<file path="config.mk">
export PLATFORM = sky130hd
export DESIGN_NAME = ahb_arbiter
export DESIGN_NICKNAME = d
export VERILOG_FILES = /design/src/rtl/ahb_arb_pkg.sv /design/src/rtl/ahb_arb_rr_pick.sv /design/src/rtl/ahb_arbiter.sv
export VERILOG_INCLUDE_DIRS = /design/src /design/src/rtl
export SDC_FILE = /design/constraint.sdc
export NUM_CORES = 1
export LEC_CHECK = 0
export BUFFER_PORTS_ARGS = -buffer_cell sky130_fd_sc_hd__buf_4
export CORE_ASPECT_RATIO = 0.7
export CORE_UTILIZATION = 45
export DETAILED_ROUTE_END_ITERATION = 10
export GPL_TIMING_DRIVEN = 0
export MAX_ROUTING_LAYER = met4
export PLACE_DENSITY = 0.8
export SLEW_MARGIN = 10
export SYNTH_ARGS = -nofsm -noshare
export SYNTH_HDL_FRONTEND = slang
export SYNTH_SLANG_ARGS = --single-unit
</file>
<file path="constraint.sdc">
create_clock -name CLK -period 1.85 [get_ports CLK]
set_input_delay 0.185 -clock CLK [delete_from_list [all_inputs] [get_ports CLK]]
set_output_delay 0.185 -clock CLK [all_outputs]
set_load 0.005 [all_outputs]
</file>
<file path="src/rtl/ahb_defs.sv">
// AHB bus encodings shared by the arbiter and its neighbours.
// Include-guarded so it can be both compiled and included.
`ifndef AHB_DEFS_SV
`define AHB_DEFS_SV

`define AHB_HTRANS_IDLE   2'b00
`define AHB_HTRANS_BUSY   2'b01
`define AHB_HTRANS_NONSEQ 2'b10
`define AHB_HTRANS_SEQ    2'b11

`define AHB_HBURST_SINGLE 3'b000
`define AHB_HBURST_INCR   3'b001
`define AHB_HBURST_WRAP4  3'b010
`define AHB_HBURST_INCR4  3'b011
`define AHB_HBURST_WRAP8  3'b100
`define AHB_HBURST_INCR8  3'b101
`define AHB_HBURST_WRAP16 3'b110
`define AHB_HBURST_INCR16 3'b111

`define AHB_HRESP_OKAY    2'b00
`define AHB_HRESP_ERROR   2'b01
`define AHB_HRESP_RETRY   2'b10
`define AHB_HRESP_SPLIT   2'b11

`endif

</file>
<file path="src/rtl/ahb_arb_pkg.sv">
// Arbiter state enum, AHB constants and burst-length lookup.
// Shared by ahb_arbiter and ahb_arb_rr_pick.
`include "ahb_defs.sv"

package ahb_arb_pkg;

  typedef enum logic [1:0] {
    GRANT_DEFAULT = 2'd0,
    OWNED         = 2'd1,
    LOCKED        = 2'd2
  } arb_state_e;

  localparam logic [1:0] TR_IDLE   = `AHB_HTRANS_IDLE;
  localparam logic [1:0] TR_BUSY   = `AHB_HTRANS_BUSY;
  localparam logic [1:0] TR_NONSEQ = `AHB_HTRANS_NONSEQ;
  localparam logic [1:0] TR_SEQ    = `AHB_HTRANS_SEQ;

  localparam logic [2:0] BU_SINGLE = `AHB_HBURST_SINGLE;
  localparam logic [2:0] BU_INCR   = `AHB_HBURST_INCR;
  localparam logic [2:0] BU_WRAP4  = `AHB_HBURST_WRAP4;
  localparam logic [2:0] BU_INCR4  = `AHB_HBURST_INCR4;
  localparam logic [2:0] BU_WRAP8  = `AHB_HBURST_WRAP8;
  localparam logic [2:0] BU_INCR8  = `AHB_HBURST_INCR8;
  localparam logic [2:0] BU_WRAP16 = `AHB_HBURST_WRAP16;
  localparam logic [2:0] BU_INCR16 = `AHB_HBURST_INCR16;

  localparam logic [1:0] RS_OKAY  = `AHB_HRESP_OKAY;
  localparam logic [1:0] RS_ERROR = `AHB_HRESP_ERROR;
  localparam logic [1:0] RS_RETRY = `AHB_HRESP_RETRY;
  localparam logic [1:0] RS_SPLIT = `AHB_HRESP_SPLIT;

  // Index of the final beat; INCR has no fixed end.
  function automatic logic [3:0] burst_last(
    input logic [2:0] hburst
  );
    logic [3:0] r;
    r = 4'd0;
    unique case (hburst)
      BU_SINGLE: r = 4'd0;
      BU_INCR:   r = 4'd0;
      BU_WRAP4:  r = 4'd3;
      BU_INCR4:  r = 4'd3;
      BU_WRAP8:  r = 4'd7;
      BU_INCR8:  r = 4'd7;
      BU_WRAP16: r = 4'd15;
      BU_INCR16: r = 4'd15;
    endcase
    return r;
  endfunction

  function automatic logic [1:0] oh2idx(
    input logic [3:0] oh
  );
    logic [1:0] idx;
    idx = 2'd0;
    for (int i = 0; i < 4; i++) begin
      if (oh[i]) idx = 2'(i);
    end
    return idx;
  endfunction

endpackage

</file>
<file path="src/rtl/ahb_arb_rr_pick.sv">
// Combinational round-robin pick: first eligible master
// after ptr_i, wrapping; all-zero output when none eligible.
module ahb_arb_rr_pick
  import ahb_arb_pkg::*;
#(
  parameter int NM = 4
) (
  input  logic [NM-1:0] req_i,
  input  logic [NM-1:0] mask_i,
  input  logic [1:0]    ptr_i,
  output logic [NM-1:0] gnt_o
);

  logic [NM-1:0] elig;

  assign elig = req_i & ~mask_i;

  // Walk distances far-to-near so the nearest hit wins.
  always_comb begin
    gnt_o = '0;
    for (int k = NM; k >= 1; k--) begin
      for (int i = 0; i < NM; i++) begin
        if (elig[i] && ((int'(ptr_i) + k) % NM) == i) begin
          gnt_o    = '0;
          gnt_o[i] = 1'b1;
        end
      end
    end
  end

endmodule

</file>
<file path="src/rtl/ahb_arbiter.sv">
// AHB bus arbiter: round-robin, burst/lock aware, registered grant.
// Define AHB_ARB_SPLIT_EN to add HSPLIT and split masking.
module ahb_arbiter
  import ahb_arb_pkg::*;
#(
  parameter int NM             = 4,
  parameter int DEFAULT_MASTER = 0
) (
  input  logic          CLK,
  input  logic          HRESETn,
  input  logic [NM-1:0] HBUSREQ,
  input  logic [NM-1:0] HLOCK,
  input  logic [1:0]    HTRANS,
  input  logic [2:0]    HBURST,
  input  logic          HREADY,
  input  logic [1:0]    HRESP,
`ifdef AHB_ARB_SPLIT_EN
  input  logic [NM-1:0] HSPLIT,
`endif
  output logic [NM-1:0] HGRANT,
  output logic [1:0]    HMASTER,
  output logic          HMASTLOCK
);

  localparam logic [NM-1:0] DEF_OH =
    {{(NM-1){1'b0}}, 1'b1} << DEFAULT_MASTER;
  localparam logic [1:0] DEF_IDX = 2'(DEFAULT_MASTER);

  arb_state_e    state_q, state_d;
  logic [NM-1:0] grant_q, grant_d;
  logic [1:0]    ptr_q, ptr_d;
  logic [1:0]    master_q, master_d;
  logic          mlock_q, mlock_d;
  logic [3:0]    cnt_q, cnt_d;
  logic          hold_q, hold_d;

  logic [1:0]    own_idx;
  logic          own_req;
  logic          own_lock;
  logic [3:0]    cur_beat;
  logic          xfer;
  logic          arb_pt;
  logic          rearb;
  logic          split_hit;
  logic          resp_hold;
  logic [NM-1:0] mask_d;
  logic [NM-1:0] pick_oh;

  assign own_idx  = oh2idx(4'(grant_q));
  assign own_req  = HBUSREQ[own_idx];
  assign own_lock = HLOCK[own_idx];

`ifdef AHB_ARB_SPLIT_EN
  logic [NM-1:0] mask_q;

  assign split_hit = HREADY && (HRESP == RS_SPLIT);
  assign resp_hold = (HRESP == RS_RETRY) ||
                     (HRESP == RS_ERROR);
  // Resume pulse beats a same-cycle split.
  assign mask_d = (mask_q | (split_hit ? grant_q : '0))
                & ~HSPLIT;

  always_ff @(posedge CLK or negedge HRESETn) begin
    if (!HRESETn) mask_q <= '0;
    else          mask_q <= mask_d;
  end
`else
  assign split_hit = 1'b0;
  assign resp_hold = (HRESP == RS_RETRY) ||
                     (HRESP == RS_ERROR) ||
                     (HRESP == RS_SPLIT);
  assign mask_d    = '0;
`endif

  ahb_arb_rr_pick #(
    .NM (NM)
  ) u_pick (
    .req_i  (HBUSREQ),
    .mask_i (mask_d),
    .ptr_i  (ptr_q),
    .gnt_o  (pick_oh)
  );

  // Beat index of the transfer in the current address phase.
  always_comb begin
    cur_beat = cnt_q;
    unique case (HTRANS)
      TR_NONSEQ: cur_beat = 4'd0;
      TR_SEQ:    cur_beat = cnt_q + 4'd1;
      default:   ;
    endcase
  end

  assign xfer   = (HTRANS == TR_NONSEQ) ||
                  (HTRANS == TR_SEQ);
  assign arb_pt = (HTRANS == TR_IDLE) ||
                  (HBURST == BU_INCR && HTRANS != TR_IDLE
                    && !own_req) ||
                  (HBURST != BU_INCR && xfer
                    && cur_beat == burst_last(HBURST));

  always_comb begin
    state_d  = state_q;
    grant_d  = grant_q;
    ptr_d    = ptr_q;
    hold_d   = hold_q;
    cnt_d    = cnt_q;
    master_d = master_q;
    mlock_d  = mlock_q;
    rearb    = 1'b0;
    if (HREADY) begin
      cnt_d    = cur_beat;
      master_d = own_idx;
      mlock_d  = own_lock;
      if (split_hit) begin
        rearb = 1'b1;
      end else if (resp_hold) begin
        rearb = 1'b0;
      end else if (hold_q) begin
        rearb = 1'b1;
      end else if (state_q == LOCKED) begin
        // Lock released: keep the bus one more cycle.
        if (arb_pt && !own_lock) begin
          state_d = OWNED;
          hold_d  = 1'b1;
        end
      end else if (HTRANS == TR_NONSEQ && own_lock) begin
        state_d = LOCKED;
      end else if (arb_pt) begin
        rearb = 1'b1;
      end
      if (rearb) begin
        hold_d = 1'b0;
        if (|pick_oh) begin
          grant_d = pick_oh;
          ptr_d   = oh2idx(4'(pick_oh));
          state_d = OWNED;
        end else begin
          grant_d = DEF_OH;
          state_d = GRANT_DEFAULT;
        end
      end
    end
  end

  always_ff @(posedge CLK or negedge HRESETn) begin
    if (!HRESETn) begin
      state_q  <= GRANT_DEFAULT;
      grant_q  <= DEF_OH;
      ptr_q    <= DEF_IDX;
      master_q <= DEF_IDX;
      mlock_q  <= 1'b0;
      cnt_q    <= 4'd0;
      hold_q   <= 1'b0;
    end else begin
      state_q  <= state_d;
      grant_q  <= grant_d;
      ptr_q    <= ptr_d;
      master_q <= master_d;
      mlock_q  <= mlock_d;
      cnt_q    <= cnt_d;
      hold_q   <= hold_d;
    end
  end

  assign HGRANT    = grant_q;
  assign HMASTER   = master_q;
  assign HMASTLOCK = mlock_q;

endmodule

</file>
==> results of run 1 <==
==> metal layers <==
metal  wire [um]  share of wire (%)  vias up  global-route usage, %
li1            -                  -      559                      -
met1        1340                 45      578                   28.8
met2        1460                 49       31                   37.9
met3         192                6.4        3                   6.57
met4          12               0.40        0                   6.82
met5           0                  0        -                      -
==> final cells by class <==
cell class | instances | area share, %
Sequential cell | 16 | 25.5
Timing Repair Buffer | 28 | 13.4
Clock buffer | 4 | 2.83
Buffer | 7 | 1.81
Multi-Input combinational cell | 110 | 53.1
Inverter | 3 | 0.708
Tap cell | 34 | 2.67
==> worst max path at each step <==
stage / startpoint / to / slack [ns] / cells after the start
after floorplan: cnt_q[0]$_DFFE_PN0P_ / HGRANT[0]$_DFFE_PN1P_ / -0.08 / 8
after global placement: cnt_q[0]$_DFFE_PN0P_ / HGRANT[0]$_DFFE_PN1P_ / -0.21 / 8
after detailed placement: cnt_q[0]$_DFFE_PN0P_ / HGRANT[0]$_DFFE_PN1P_ / -0.28 / 8
after CTS: cnt_q[0]$_DFFE_PN0P_ / HGRANT[0]$_DFFE_PN1P_ / -0.20 / 8
after global routing: cnt_q[0]$_DFFE_PN0P_ / HGRANT[0]$_DFFE_PN1P_ / -0.29 / 8
final: cnt_q[0]$_DFFE_PN0P_ / HGRANT[0]$_DFFE_PN1P_ / -0.22 / 8
==> state kept, by name, summed over array words and instances (netlist names) <==
signal and cells:
state_q 2, HMASTER 2, cnt_q 4, HMASTLOCK 1
HGRANT 4, ptr_q 2, hold_q 1
==> power by group <==
part | switching (mW) | internal, mW | total [mW]
registers | 0.116 | 0.496 | 0.612
clock network | 0.118 | 0.153 | 0.271
logic | 0.508 | 0.535 | 1.04
==> cells in the final DEF, fill, tap and decap left out, types with 3 or more instances in the layout <==
| cell type | Yosys | layout |
|---|---|---|
| o22ai_1 | 4 | 3 |
| dfrtp_2 | 0 | 3 |
| mux2i_1 | 5 | 4 |
| a21oi_1 | 7 | 7 |
| inv_1 | 3 | 3 |
| nand3_1 | 6 | 4 |
| nand2b_1 | 3 | 3 |
| clkbuf_8 | 0 | 3 |
| buf_4 | 0 | 27 |
| nor2_1 | 8 | 7 |
| o21ai_0 | 12 | 12 |
| nand4_1 | 3 | 3 |
| dfrtp_1 | 15 | 12 |
| o21a_1 | 4 | 4 |
| nor2b_1 | 11 | 11 |
| nand2_1 | 14 | 14 |
| clkbuf_1 | 5 | 6 |
==> stage by stage <==
| stage | setup WS [ns] | setup TNS, ns | total power, mW | cell area [um2] | std cells |
|---|---|---|---|---|---|
| final | -0.215 | -1.32 | 1.93 | 1590 | 202 |
| after global routing | -0.287 | -2.11 | 2.07 | 1590 | 202 |
| after global placement | -0.211 | -1.07 | 1.47 | 1440 | 191 |
| after CTS | -0.197 | -1.28 | 1.88 | 1560 | 201 |
| after floorplan | -0.0827 | -0.139 | 1.23 | 1230 | 136 |
| after detailed placement | -0.283 | -1.79 | 1.52 | 1440 | 191 |
==> what timing repair did <==
item	in CTS	in global routing
endpoints found under the hold margin	15	0
hold buffers	1	0
gates resized for setup	6	5
endpoints found under the setup margin	9	9
buffers inserted	5	1
pin swaps	6	3
==> cells by family (layout without fill, tap and decap cells) <==
family,after synthesis,after routing,synth area share [%]
multiplexers,7,7,6.39
XOR/XNOR,2,2,1.47
AND/OR/NAND/NOR,55,55,25.2
AO/OA/AOI/OAI,45,45,28.9
adder cells (fa/ha/maj),1,1,1.05
flip-flops,16,16,33.6
buffers and inverters,10,42,3.35
==> worst max-delay path, stage by stage, from the launching register on <==
cell and delay, ns:
dfrtp_2 0.44, ha_4 0.18, xor2_1 0.14, nand2_1 0.08, xor2_1 0.18, and3_4 0.21, a221oi_4 0.35, nor2_4 0.10
mux2_4 0.31
==> results.toml, run 1 <==
[worst_hold_path]
whs_path_depth = 3
hold_path.class = "in -> reg"
worstHoldStart = "HBUSREQ[2]"
hold_end = "HGRANT[2]$_DFFE_PN0P_"

[grt]
grt_overflow = 0
grtUsageTotal_pct = 23.4
antenna_found_initial = 0
grt_max_degree = 17
grt_pass1_vias = 1109
grt_pass1_wl_mm = 4.89

[yosys]
synth_edf_count = 0
syn-num-nets = 155
synth-main-ff-cell = "dfrtp_1"
ys_ff_latch = 16
yosysSeqAreaShare_pct = 33.6
yosysTopAreaCellShare_pct = 31.4
syn-cell-area_um2 = 1190
yosys-top-cells-count = "15 x dfrtp_1, 14 x nand2_1, 12 x o21ai_0"
yosysWarnings = 0
yosysTopAreaCell = "dfrtp_1"
synth_area_leaders = "dfrtp_1 31%, nor2b_1 5.8%, o21ai_0 5.0%"
syn_avg_cell_area_um2 = 8.78
synth.most_common_cell = "dfrtp_1"
synth_cell_types = 42
synth_cells = 136
synthArstFlopShare_pct = 100

[floorplan]
die_h_um = 45.1
initial_core_util_pct = 48.2
die-area_um2 = 2870
core_um2 = 2480
placementRows = 15
pin_count = 25
die_x_um = 63.6

[route]
num_vias = 1171
drc = 0
drt_iter0_drc = 39
drt.antenna.violating_nets = 0
firstDrtPassIters = 4
avgViaCountPerCell = 5.80
wl_per_cell_um = 14.8
routed_wl_mm = 3.00

[power]
vdd_drop_max_v = 0.000508
leakage_nw = 0.628
pwr_density_cell_nw_per_um2 = 1210

[worst_setup_path]
cp-start-kind = "flop"
cp_max_fo = 5
worstReg2RegStart = "cnt_q[0]$_DFFE_PN0P_"
crit_type = "reg -> reg"
worstReg2RegEnd = "HGRANT[0]$_DFFE_PN1P_"
reg2reg_slack_ns = -0.22
crit_arrival_ns = 2.25
end_kind = "flop"
ff2ff_path_depth = 8
cp.required_ns = 2.03

[finish]
fin_util_pct = 64.2
fill_cells = 205
area_growth_pct = 33.3
diodes = 0
nNetsFinal = 188
multi_input_area_um2 = 846
final-seq-area_um2 = 405
drive_above_1_share_pct = 35.1

[clock_network]
numCtsBuffers = 3
cts_max_path_buffers = 2
cts.sinks = 16
insertion_delay_ns = 0.25
htree_levels = 1
clkTransAtPathRegs_ns = 0.06
cts_tree = "built"
root_buffer = "clkbuf_8"

[sta]
maxSlewViolCount = 0
slew_headroom_pct = 67.1
clock_skew_ns = 0.00241
setup_slack_ns = -0.215
period_share_pct = 112
setup_viol_count_final = 9
fin_crit_ns = 2.07
hold-worst-slack_ns = 0.234
rsz0062_at_grt = "true"
tightest_slew_ns = 0.494
hold_viol_final = 0
max_freq_mhz = 484

[placement]
dp_hpwl_mm = 2.15
place.gp.congestion = 0.908
port_buffers = 21

[outcome]
status = "finished, violations left"
failed_checks = "negative setup slack"

[job]
cap_violations = 0
Power figures use the tool's default switching activity.
==> run 2: changes to the inputs <==
--- a/config.mk
+++ b/config.mk
@@ -6,6 +6,7 @@
 export SDC_FILE = /design/constraint.sdc
 export NUM_CORES = 1
 export LEC_CHECK = 0
+export ABC_AREA = 1
 export BUFFER_PORTS_ARGS = -buffer_cell sky130_fd_sc_hd__buf_4
 export CORE_ASPECT_RATIO = 0.7
 export CORE_UTILIZATION = 45
==> results.toml, run 2 <==
[outcome]
status = "finished, violations left"
failed_checks = "negative setup slack"

[worst_setup_path]
end_kind = "flop"
slowest_delay_ns = 0.42
cp-start-kind = "flop"
cpMaxStageDelayCell = "dfrtp_1"
startpoint = "cnt_q[0]$_DFFE_PN0P_"
cp_max_fo = 6
critPathBufInv = 1
cp_top_family = "simple AND/OR/NAND/NOR gates"
cp.required_ns = 2.00
worstReg2RegStart = "cnt_q[0]$_DFFE_PN0P_"
crit_type = "reg -> reg"
crit_arrival_ns = 2.04
crit_path_cell_trace = "ha_4 -> nand3_4 -> nand2_2 -> nand2_2 -> nand2_1 -> nand2_1 -> nor2_1 -> nand2_1 -> nand2_2 -> nand2_2 -> nand2_4 -> nand2_8 -> buf_6 -> nand2_1 -> o21ai_1"

[yosys]
synth_edf_count = 0
synth_cell_types = 31
syn-num-nets = 219
yosysSeqAreaShare_pct = 31.0
synth.most_common_cell = "nand2_1"
ys_ff_latch = 16
yosysWarnings = 0
synth-main-ff-cell = "dfrtp_1"
yosysTopAreaCellShare_pct = 29.0
synth_cells = 200
synthArstFlopShare_pct = 100
yosys-top-cells-count = "73 x nand2_1, 25 x inv_1, 15 x dfrtp_1"
yosysTopAreaCell = "dfrtp_1"
syn_avg_cell_area_um2 = 6.47
syn-cell-area_um2 = 1290
synth_area_leaders = "dfrtp_1 29%, nand2_1 21%, inv_1 7.2%"

[clock_network]
cts_max_path_buffers = 2
htree_levels = 1
insertion_delay_ns = 0.26
numCtsBuffers = 3
cts.sinks = 16
cts_tree = "built"
root_buffer = "clkbuf_8"
clkTransAtPathRegs_ns = 0.07

[grt]
grt_pass1_vias = 1080
grt_max_degree = 17
grtUsageTotal_pct = 22.4
antenna_found_initial = 0
grt_pass1_wl_mm = 4.91
grt_overflow = 0

[floorplan]
pin_count = 25
die_h_um = 46.9
placementRows = 15
die_x_um = 66.1
die-area_um2 = 3100
core_um2 = 2590
initial_core_util_pct = 50.0

[finish]
fin_util_pct = 65.1
diodes = 0
area_growth_pct = 30.1
most-common-layout-cells = "68 x nand2_1, 29 x buf_4, 24 x inv_1"
final_cells = 269
drive_above_1_share_pct = 31.1
layout_commonest_cell = "nand2_1"
nNetsFinal = 255

[route]
wl_per_cell_um = 11.8
drt_iter0_drc = 77
routed_wl_mm = 3.18
drt.antenna.violating_nets = 0
num_vias = 1356
firstDrtPassIters = 4
drc = 0
avgViaCountPerCell = 5.04

[power]
vdd_drop_max_v = 0.000673
power_mw = 2.07
p_int_mw = 1.13
pwr_density_cell_nw_per_um2 = 1230
pwr-share-comb_pct = 54.6
switching_power_mw = 0.939
p_sw_share_pct = 45.3
seqPwrFrac_pct = 29.8
leakage_nw = 0.922
clock_power_share_pct = 15.6

[placement]
place.gp.congestion = 0.860
dp_hpwl_mm = 2.32
port_buffers = 22
pre_cts_ws_ns = -0.0291
placed_cells = 256

[sta]
hold-worst-slack_ns = 0.206
hold_viol_final = 0
rsz0062_at_grt = "true"
setup_viol_count_final = 7
fin_crit_ns = 1.89
period_share_pct = 102
tightest_slew_ns = 0.291
clock_skew_ns = 0.00858
max_freq_mhz = 529
setup_slack_ns = -0.0397
maxSlewViolCount = 0
slew_headroom_pct = 80.5

[worst_hold_path]
worstHoldStart = "HREADY"
hold_path.class = "in -> reg"

[job]
cap_violations = 0
## run 2: changes by cell type after synthesis, moves of 5 or more
cell,before,now
mux2i_1,5,0
nand2_1,14,73
nand2_2,0,8
nor2b_1,11,0
o21ai_1,0,7
nand3_1,6,13
clkbuf_1,5,0
inv_2,0,6
o21ai_0,12,7
inv_1,3,25
## run 2: cell families after synthesis
kind of cell    after synthesis  synth area share (%)
buf+inv                      36                  11.6
compound gates               26                  11.8
flops                        16                  31.0
fa+ha+maj                     1                 0.966
simple gates                121                  44.6
## run 2: routing by layer
layer | vias to the layer above | routed length, um | global-route usage (%)
li1 | 701 | - | -
met1 | 616 | 1640 | 33.6
met2 | 34 | 1350 | 30.2
met3 | 5 | 164 | 5.10
met4 | 0 | 17 | 3.83
met5 | - | 0 | -
## run 2: area by class of cell
cell class | instances | area (um2)
Multi-Input combinational cell | 148 | 792
Timing Repair Buffer | 31 | 243
Clock buffer | 4 | 55.1
Fill cell | 229 | 905
Tap cell | 34 | 42.5
Sequential cell | 16 | 402
Inverter | 34 | 133
Buffer | 2 | 18.8
## run 2: repair_timing
action                     CTS  global route
hold endpoints to repair    15             0
setup endpoints to repair    4             8
pin swaps                    0            13
setup buffers                2             6
hold buffers                 1             0
cloned                       0             0
resized for setup            0            16
## run 2: power by group through the flow
stage	logic (mW)	clock network, mW	registers [mW]
after floorplan	0.726	0	0.598
after global placement	1.00	0	0.620
after detailed placement	1.01	0	0.621
after CTS	1.04	0.321	0.610
after global routing	1.29	0.343	0.635
final	1.13	0.324	0.618
## run 2: per-stage QoR
stage	instance area [um2]	setup TNS, ns
3_3_place_gp	1500	-0.0719
3_5_place_dp	1500	-0.0497
2_1_floorplan	1290	0
4_1_cts	1580	0
5_1_grt	1690	-1.21
6_report	1690	-0.188
## run 2: worst paths after layout
| check | end | slack (ns) | depth (start not counted) |
|---|---|---|---|
| setup reg to reg | HGRANT[1]$_DFFE_PN0P_ | -0.04 | 15 |
| hold reg to reg | state_q[1]$_DFFE_PN0P_ | 0.49 | 2 |
| min in group asynchronous | state_q[0]$_DFFE_PN0P_ | 0.31 | 2 |
| max in group asynchronous | HGRANT[0]$_DFFE_PN1P_ | 1.29 | 2 |
| setup / recovery | HGRANT[1]$_DFFE_PN0P_ | -0.04 | 15 |
| hold / removal | cnt_q[1]$_DFFE_PN0P_ | 0.21 | 2 |
